--- config.mk ---
export PLATFORM = sky130hd
export DESIGN_NAME = data_in_packer_flat
export DESIGN_NICKNAME = d
export VERILOG_FILES = /design/src/rtl/data_in_packer_pkg.sv /design/src/rtl/data_in_packer_if.sv /design/src/rtl/data_in_packer_lane_merge.sv /design/src/rtl/data_in_packer.sv /design/src/flat_wrapper.sv
export SDC_FILE = /design/constraint.sdc
export NUM_CORES = 1
export LEC_CHECK = 0
export CORE_MARGIN = 8
export CORE_UTILIZATION = 54
export CTS_CLUSTER_SIZE = 24
export DETAILED_ROUTE_END_ITERATION = 10
export GPL_TIMING_DRIVEN = 0
export PLACE_DENSITY = 0.8
export SKIP_LAST_GASP = 1
export SYNTH_ARGS = -nofsm -noshare
export SYNTH_HDL_FRONTEND = slang
export SYNTH_SLANG_ARGS = --single-unit
--- constraint.sdc ---
create_clock -name wb_clk_i -period 3.3 [get_ports wb_clk_i]
set_clock_uncertainty 0.15 [all_clocks]
set_input_delay 0.66 -clock wb_clk_i [delete_from_list [all_inputs] [get_ports wb_clk_i]]
set_output_delay 0.66 -clock wb_clk_i [all_outputs]
set_load 0.01 [all_outputs]
--- src/rtl/data_in_packer_pkg.sv ---
// Shared constants and helpers for the narrow-to-wide input packer.
package data_in_pkg;

  // Assembly modes: sequential auto-increments the lane, addressed uses in_sel_i.
  localparam logic MODE_SEQ  = 1'b0;
  localparam logic MODE_ADDR = 1'b1;

  // Widest lane mask the helpers can produce; callers cast down to their LANES.
  localparam int MAX_LANES = 64;

  // Number of IN_W lanes that make up one OUT_W word.
  function automatic int lanes_f(input int in_w, input int out_w);
    return out_w / in_w;
  endfunction

  // One-hot lane mask for a lane index; lanes beyond MAX_LANES-1 give an empty mask.
  function automatic logic [MAX_LANES-1:0] onehot_f(input int unsigned sel);
    return MAX_LANES'(1) << sel;
  endfunction

endpackage

--- src/rtl/data_in_packer_if.sv ---
// Bus bundle between the narrow user-project port and the packer.
//
// Handshake rules, for both the input beat and the output word:
//   a transfer happens on a rising clock edge where valid && ready are both 1;
//   valid, once raised, holds its payload stable until the transfer happens;
//   in_ready_o depends only on registered state and out_ready_i, never on in_valid_i.
interface data_in_packer_if #(
  parameter int IN_W  = 8,
  parameter int OUT_W = 32
);
  import data_in_pkg::*;

  localparam int LANES = lanes_f(IN_W, OUT_W);
  localparam int SEL_W = $clog2(LANES);

  logic              mode_i;
  logic              in_valid_i;
  logic              in_ready_o;
  logic [IN_W-1:0]   in_data_i;
  logic [SEL_W-1:0]  in_sel_i;
  logic              in_last_i;
  logic              flush_i;
  logic              out_valid_o;
  logic              out_ready_i;
  logic [OUT_W-1:0]  out_data_o;
  logic [LANES-1:0]  out_be_o;
  logic              dup_lane_o;
  logic              busy_o;

  // Producer / consumer side: drives beats, flush, mode and downstream ready.
  modport master (
    output mode_i, in_valid_i, in_data_i, in_sel_i, in_last_i, flush_i, out_ready_i,
    input  in_ready_o, out_valid_o, out_data_o, out_be_o, dup_lane_o, busy_o
  );

  // Packer side.
  modport slave (
    input  mode_i, in_valid_i, in_data_i, in_sel_i, in_last_i, flush_i, out_ready_i,
    output in_ready_o, out_valid_o, out_data_o, out_be_o, dup_lane_o, busy_o
  );

endinterface

--- src/rtl/data_in_packer_lane_merge.sv ---
// Combinational merge of one incoming beat into the partially assembled word.
// Produces the merged data/enables and flags a lane that was already written.
module lane_merge
  import data_in_pkg::*;
#(
  parameter int IN_W  = 8,
  parameter int LANES = 4,
  parameter int SEL_W = $clog2(LANES)
) (
  input  logic [IN_W*LANES-1:0] asm_data_i,
  input  logic [LANES-1:0]      asm_be_i,
  input  logic [IN_W-1:0]       in_data_i,
  input  logic [SEL_W-1:0]      lane_i,
  input  logic                  wr_en_i,
  output logic [IN_W*LANES-1:0] merged_data_o,
  output logic [LANES-1:0]      merged_be_o,
  output logic                  dup_o
);

  logic [LANES-1:0] lane_oh;

  // Overlay the beat onto its lane; all other lanes pass through untouched.
  always_comb begin
    lane_oh       = wr_en_i ? LANES'(onehot_f(32'(lane_i))) : '0;
    merged_data_o = asm_data_i;
    for (int k = 0; k < LANES; k++) begin
      if (lane_oh[k]) begin
        merged_data_o[k*IN_W +: IN_W] = in_data_i;
      end
    end
    merged_be_o = asm_be_i | lane_oh;
    dup_o       = |(asm_be_i & lane_oh);
  end

endmodule

--- src/rtl/data_in_packer.sv ---
// Packs IN_W beats into OUT_W words, by auto-incrementing lane or by explicit
// lane select, and presents finished words through a one-entry valid/ready
// output register. Flush emits a partial word; unwritten lanes read as zero.
module data_in_packer
  import data_in_pkg::*;
#(
  parameter int IN_W  = 8,
  parameter int OUT_W = 32
) (
  input  logic           wb_clk_i,
  input  logic           wb_rst_n_i,
  data_in_packer_if.slave bus
);

  localparam int LANES = lanes_f(IN_W, OUT_W);
  localparam int SEL_W = $clog2(LANES);
  localparam logic [SEL_W-1:0] LAST_LANE = SEL_W'(LANES - 1);

  // Assembly state
  logic [OUT_W-1:0] asm_data_q, asm_data_d;
  logic [LANES-1:0] asm_be_q, asm_be_d;
  logic [SEL_W-1:0] ptr_q, ptr_d;
  logic             mode_q, mode_d;
  logic             flush_pend_q, flush_pend_d;
  logic             dup_q, dup_d;

  // Output register
  logic             out_valid_q, out_valid_d;
  logic [OUT_W-1:0] out_data_q, out_data_d;
  logic [LANES-1:0] out_be_q, out_be_d;

  // Held low through reset so in_ready_o only rises on the first clock after release.
  logic             ready_en_q, ready_en_d;

  // Combinational datapath
  logic             mode_eff;
  logic [SEL_W-1:0] lane;
  logic             in_ready;
  logic             accept;
  logic [OUT_W-1:0] merged_data;
  logic [LANES-1:0] merged_be;
  logic             lane_dup;
  logic             seq_full;
  logic             addr_full;
  logic             close_beat;
  logic             close_flush;
  logic             close;

  // Mode follows mode_i while nothing is assembled, so the first beat of a word
  // already uses the newly selected mode; it is frozen once a lane is written.
  always_comb begin
    mode_eff = (asm_be_q == '0) ? bus.mode_i : mode_q;
    lane     = (mode_eff == MODE_ADDR) ? bus.in_sel_i : ptr_q;
    in_ready = ready_en_q && (!out_valid_q || bus.out_ready_i);
    accept   = bus.in_valid_i && in_ready;
  end

  lane_merge #(
    .IN_W  (IN_W),
    .LANES (LANES),
    .SEL_W (SEL_W)
  ) u_lane_merge (
    .asm_data_i    (asm_data_q),
    .asm_be_i      (asm_be_q),
    .in_data_i     (bus.in_data_i),
    .lane_i        (lane),
    .wr_en_i       (accept),
    .merged_data_o (merged_data),
    .merged_be_o   (merged_be),
    .dup_o         (lane_dup)
  );

  // Decide whether the word closes this cycle: on a beat (full, last, flush) or
  // from a pending flush once the output slot frees up.
  always_comb begin
    seq_full    = (mode_eff == MODE_SEQ) && (ptr_q == LAST_LANE);
    addr_full   = (mode_eff == MODE_ADDR) && (&merged_be);
    close_beat  = accept && (seq_full || addr_full || bus.in_last_i ||
                             bus.flush_i || flush_pend_q);
    close_flush = !accept && flush_pend_q && in_ready;
    close       = close_beat || close_flush;
  end

  // Next-state for assembly, flags and the output register.
  always_comb begin
    asm_data_d   = asm_data_q;
    asm_be_d     = asm_be_q;
    ptr_d        = ptr_q;
    mode_d       = mode_eff;
    flush_pend_d = flush_pend_q;
    dup_d        = (dup_q && !bus.flush_i) ||
                   (accept && (mode_eff == MODE_ADDR) && lane_dup);
    out_valid_d  = out_valid_q && !bus.out_ready_i;
    out_data_d   = out_data_q;
    out_be_d     = out_be_q;
    ready_en_d   = 1'b1;

    if (close) begin
      asm_data_d   = '0;
      asm_be_d     = '0;
      ptr_d        = '0;
      flush_pend_d = 1'b0;
      out_valid_d  = 1'b1;
      out_data_d   = merged_data;
      out_be_d     = merged_be;
    end else begin
      if (accept) begin
        asm_data_d = merged_data;
        asm_be_d   = merged_be;
        if (mode_eff == MODE_SEQ) begin
          ptr_d = (ptr_q == LAST_LANE) ? '0 : ptr_q + SEL_W'(1);
        end
      end
      if (bus.flush_i && (asm_be_q != '0)) begin
        flush_pend_d = 1'b1;
      end
    end
  end

  // State registers; reset discards any partial or held word.
  always_ff @(posedge wb_clk_i or negedge wb_rst_n_i) begin
    if (!wb_rst_n_i) begin
      asm_data_q   <= '0;
      asm_be_q     <= '0;
      ptr_q        <= '0;
      mode_q       <= MODE_SEQ;
      flush_pend_q <= 1'b0;
      dup_q        <= 1'b0;
      out_valid_q  <= 1'b0;
      out_data_q   <= '0;
      out_be_q     <= '0;
      ready_en_q   <= 1'b0;
    end else begin
      asm_data_q   <= asm_data_d;
      asm_be_q     <= asm_be_d;
      ptr_q        <= ptr_d;
      mode_q       <= mode_d;
      flush_pend_q <= flush_pend_d;
      dup_q        <= dup_d;
      out_valid_q  <= out_valid_d;
      out_data_q   <= out_data_d;
      out_be_q     <= out_be_d;
      ready_en_q   <= ready_en_d;
    end
  end

  assign bus.in_ready_o  = in_ready;
  assign bus.out_valid_o = out_valid_q;
  assign bus.out_data_o  = out_data_q;
  assign bus.out_be_o    = out_be_q;
  assign bus.dup_lane_o  = dup_q;
  assign bus.busy_o      = (asm_be_q != '0) || out_valid_q;

endmodule
--- src/flat_wrapper.sv ---
// flat-port wrapper written by rule: the top's interface ports become plain ports
module data_in_packer_flat import data_in_pkg::*;
#(
  parameter int IN_W  = 8,
  parameter int OUT_W = 32
)
  (wb_clk_i, wb_rst_n_i, bus_mode_i, bus_in_valid_i, bus_in_data_i, bus_in_sel_i, bus_in_last_i, bus_flush_i, bus_out_ready_i, bus_in_ready_o, bus_out_valid_o, bus_out_data_o, bus_out_be_o, bus_dup_lane_o, bus_busy_o);
  data_in_packer_if #(.IN_W(IN_W), .OUT_W(OUT_W)) bus_i ();
  input  logic wb_clk_i;
  input  logic wb_rst_n_i;
  input wire logic [$bits(bus_i.mode_i)-1:0] bus_mode_i;
  input wire logic [$bits(bus_i.in_valid_i)-1:0] bus_in_valid_i;
  input wire logic [$bits(bus_i.in_data_i)-1:0] bus_in_data_i;
  input wire logic [$bits(bus_i.in_sel_i)-1:0] bus_in_sel_i;
  input wire logic [$bits(bus_i.in_last_i)-1:0] bus_in_last_i;
  input wire logic [$bits(bus_i.flush_i)-1:0] bus_flush_i;
  input wire logic [$bits(bus_i.out_ready_i)-1:0] bus_out_ready_i;
  output wire logic [$bits(bus_i.in_ready_o)-1:0] bus_in_ready_o;
  output wire logic [$bits(bus_i.out_valid_o)-1:0] bus_out_valid_o;
  output wire logic [$bits(bus_i.out_data_o)-1:0] bus_out_data_o;
  output wire logic [$bits(bus_i.out_be_o)-1:0] bus_out_be_o;
  output wire logic [$bits(bus_i.dup_lane_o)-1:0] bus_dup_lane_o;
  output wire logic [$bits(bus_i.busy_o)-1:0] bus_busy_o;
  assign bus_i.mode_i = bus_mode_i;
  assign bus_i.in_valid_i = bus_in_valid_i;
  assign bus_i.in_data_i = bus_in_data_i;
  assign bus_i.in_sel_i = bus_in_sel_i;
  assign bus_i.in_last_i = bus_in_last_i;
  assign bus_i.flush_i = bus_flush_i;
  assign bus_i.out_ready_i = bus_out_ready_i;
  assign bus_in_ready_o = bus_i.in_ready_o;
  assign bus_out_valid_o = bus_i.out_valid_o;
  assign bus_out_data_o = bus_i.out_data_o;
  assign bus_out_be_o = bus_i.out_be_o;
  assign bus_dup_lane_o = bus_i.dup_lane_o;
  assign bus_busy_o = bus_i.busy_o;
  data_in_packer #(.IN_W(IN_W), .OUT_W(OUT_W)) u_core (.wb_clk_i(wb_clk_i), .wb_rst_n_i(wb_rst_n_i), .bus(bus_i));
endmodule
==> results.sh <==
export IMPL_status="complete, no violations"
export IMPL_ys_seq_area_share_pct=52.8
export IMPL_worstSetupStartpoint="bus_out_ready_i"
export IMPL_cts_tree="yes"
export IMPL_clock_path_buffers=2
export IMPL_end_kind="register"
export IMPL_required_ps=3370
export IMPL_track_usage_pct=20.1
export IMPL_antenna_found_initial=0
export IMPL_maxCapViolations=0
export IMPL_ys_flop_type="dfrtp_1"
export IMPL_async_flop_share_pct=100
export IMPL_leakagePower_nw=2.11
export IMPL_synth_largest_area_cell="dfrtp_1"
export IMPL_tns_ps=0
export IMPL_synth_fp_nets=355
export IMPL_via_per_inst=6.35
export IMPL_row_count=30
export IMPL_start_kind="primary input"
export IMPL_h_tree_depth=3
export IMPL_cp_cell_sequence="clkdlybuf4s50_1 > nor2b_1 > nor3_1 > a221oi_2 > and4b_1 > nand2_1 > buf_1 > a22oi_1"
export IMPL_cts_hold_buf=0
export IMPL_vias=3052
export IMPL_syn2layout_area_growth_pct=23.4
export IMPL_multiInputGateArea_mm2=0.00167
export IMPL_fin_ws_ps=185
export IMPL_maxSlewHeadroom_pct=47.2
export IMPL_die_area_mm2=0.00985
export IMPL_r2r_end="u_core.bus.out_data_o[21]"
export IMPL_numCtsBuffers=9
export IMPL_io_buffers=47
export IMPL_final_core_util_pct=68.3
export IMPL_crit_path_top_delay_cell="a221oi_2"
export IMPL_grt_pass1_vias=2998
export IMPL_avgSynthCellArea_um2=11.1
export IMPL_synth_most_common_cell="dfrtp_1"
export IMPL_ys_warn_count=0
export IMPL_ys_ff_latch=79
export IMPL_hold_viol=0
export IMPL_dpl_hpwl_um=6660
export IMPL_die_y_um=99.2
export IMPL_die_x_um=99.2
export IMPL_grt_overflow=0
export IMPL_synth_top_area_share_pct=52.8
export IMPL_layout_min_cycle_time_ps=3110
export IMPL_yosys_cell_types_count=49
export IMPL_crit_fanout=10
export IMPL_totalWireLength_um=9750
export IMPL_fillers=498
export IMPL_antenna_left=0
export IMPL_cts_root_buf="clkbuf_8"
export IMPL_max_vdd_ir_drop_uv=519
export IMPL_fp_coreArea_mm2=0.00676
export IMPL_clk_pin_slew_ps=80
export IMPL_seq_area_mm2=0.00198
export IMPL_layout_drive_gt1_share_pct=10.7
export IMPL_setup_violations=0
export IMPL_worst_pin_slew_ps=787
export IMPL_hold_path_class="primary input to asynchronous set/reset pin"
export IMPL_start_util_pct=55.4
export IMPL_synth_area_mm2=0.00374
export IMPL_p_per_area_mw_per_mm2=859
export IMPL_syn_inst=337
export IMPL_drc=0
export IMPL_grt_max_degree=68
export IMPL_synth_edf_count=0
export IMPL_criticalPathCategory="primary input to register"
export IMPL_rrSetupSlack_ps=280
export IMPL_clock_sinks=79
export IMPL_nets=414
export IMPL_r2r_cells=7
export IMPL_num_antenna_cells=0
export IMPL_crit_path_end="u_core.bus.out_data_o[5]"
export IMPL_first_pass_iters=4
export IMPL_ys_top_cells_by_count="dfrtp_1 (79), nor2_1 (41), a22oi_1 (35)"
export IMPL_synth_area_leaders="dfrtp_1 (53%), mux2i_1 (8.8%), a22o_1 (7.7%)"
export IMPL_io_pins=57
export IMPL_initialDrtViolationCount=209
export IMPL_min_period_over_period_pct=94.4
export IMPL_critical_path_max_stage_delay_ps=560
export IMPL_grt_pass1_wl_um=15600
export IMPL_arrival_ps=3190
export IMPL_insertion_delay_ps=350
export IMPL_fmaxAchievable_mhz=321
export IMPL_dp_slack_ps=-251
export IMPL_final_max_slew_viol_count=0
export IMPL_wl_per_cell_um=20.3
export IMPL_rr_startpoint="u_core.asm_be_q[1]"
export IMPL_rsz0062_at_grt="true"
export IMPL_gp_congestion=0.937
registers in the layout, summed over array words and instances, names as in the netlist, 2 cells and up:
register and flops:
u_core.asm_data_q 32, u_core.bus.out_data_o 32, u_core.asm_be_q 4, u_core.bus.out_be_o 4, u_core.ptr_q 2
worst min-delay path by stage:
stage,to,slack [ps],cells past startpoint
floorplan,u_core.asm_be_q[0],210,0
global placement,u_core.asm_data_q[22],330,1
detailed placement,u_core.asm_data_q[22],330,1
CTS,u_core.flush_pend_q,7,1
global route,u_core.flush_pend_q,10,1
finish,u_core.ready_en_q,7,1
logic make-up after synthesis:
group	Yosys count	share of synthesized area, %
compound gates	110	23.3
simple gates	81	11.1
flops	79	52.8
mux	33	8.83
buf+inv	32	3.48
fa+ha+maj	1	0.334
other cells	1	0.100
cell usage in the layout (no fill, tap or decap), drive strengths merged, types with 5 or more instances in the layout:
cell type	count
a22o	33
nand2	6
a31oi	5
clkdlybuf4s50	46
nor2	41
inv	8
nor3	9
mux2i	33
dfrtp	79
a22oi	35
o21ai	8
a21oi	8
buf	17
clkbuf	21
layout make-up:
type	count	area share, %
well taps	80	2.17
multi-input cells	226	36.1
clock buffers	10	2.76
inverters	6	0.488
clock inverters	6	2.49
flip-flops and latches	79	42.8
repair buffers	48	10.7
plain buffers	26	2.41
where the power goes:
group	internal, mW	switching [mW]
Sequential	1.27	0.221
Clock	0.508	0.363
Combinational	0.799	0.802
worst max-delay path, delay by kind of cell:
kind	cells	cell delay, ps
AO/OA/AOI/OAI	2	690
buffers and inverters	2	770
AND/OR/NAND/NOR	4	1060
layer usage:
metal | GRT usage [%] | routed length [um] | share of wire, %
met1 | 26.8 | 4390 | 45
met2 | 30.7 | 4580 | 47
met4 | 7.45 | 161 | 1.7
met5 | 0 | 0 | 0
met3 | 5.10 | 615 | 6.3
what timing repair did:
| item | CTS | global route |
|---|---|---|
| hold endpoints to repair | 0 | 0 |
| buffers inserted | 0 | 0 |
| resized for setup | 1 | 10 |
| pin swaps | 0 | 1 |
| endpoints found under the setup margin | 10 | 61 |
per-stage QoR:
stage / power (mW) / hold WS, ps / area, um2 / std cells
6_report: 3.97 / 7.41 / 4620 / 481
5_1_grt: 4.18 / 14.2 / 4620 / 481
4_1_cts: 3.94 / 7.41 / 4580 / 481
3_5_place_dp: 3.07 / 334 / 4340 / 465
3_3_place_gp: 3.04 / 332 / 4310 / 464
2_1_floorplan: 2.32 / 214 / 3740 / 337
Note: power is estimated with default switching activity, not from simulation.
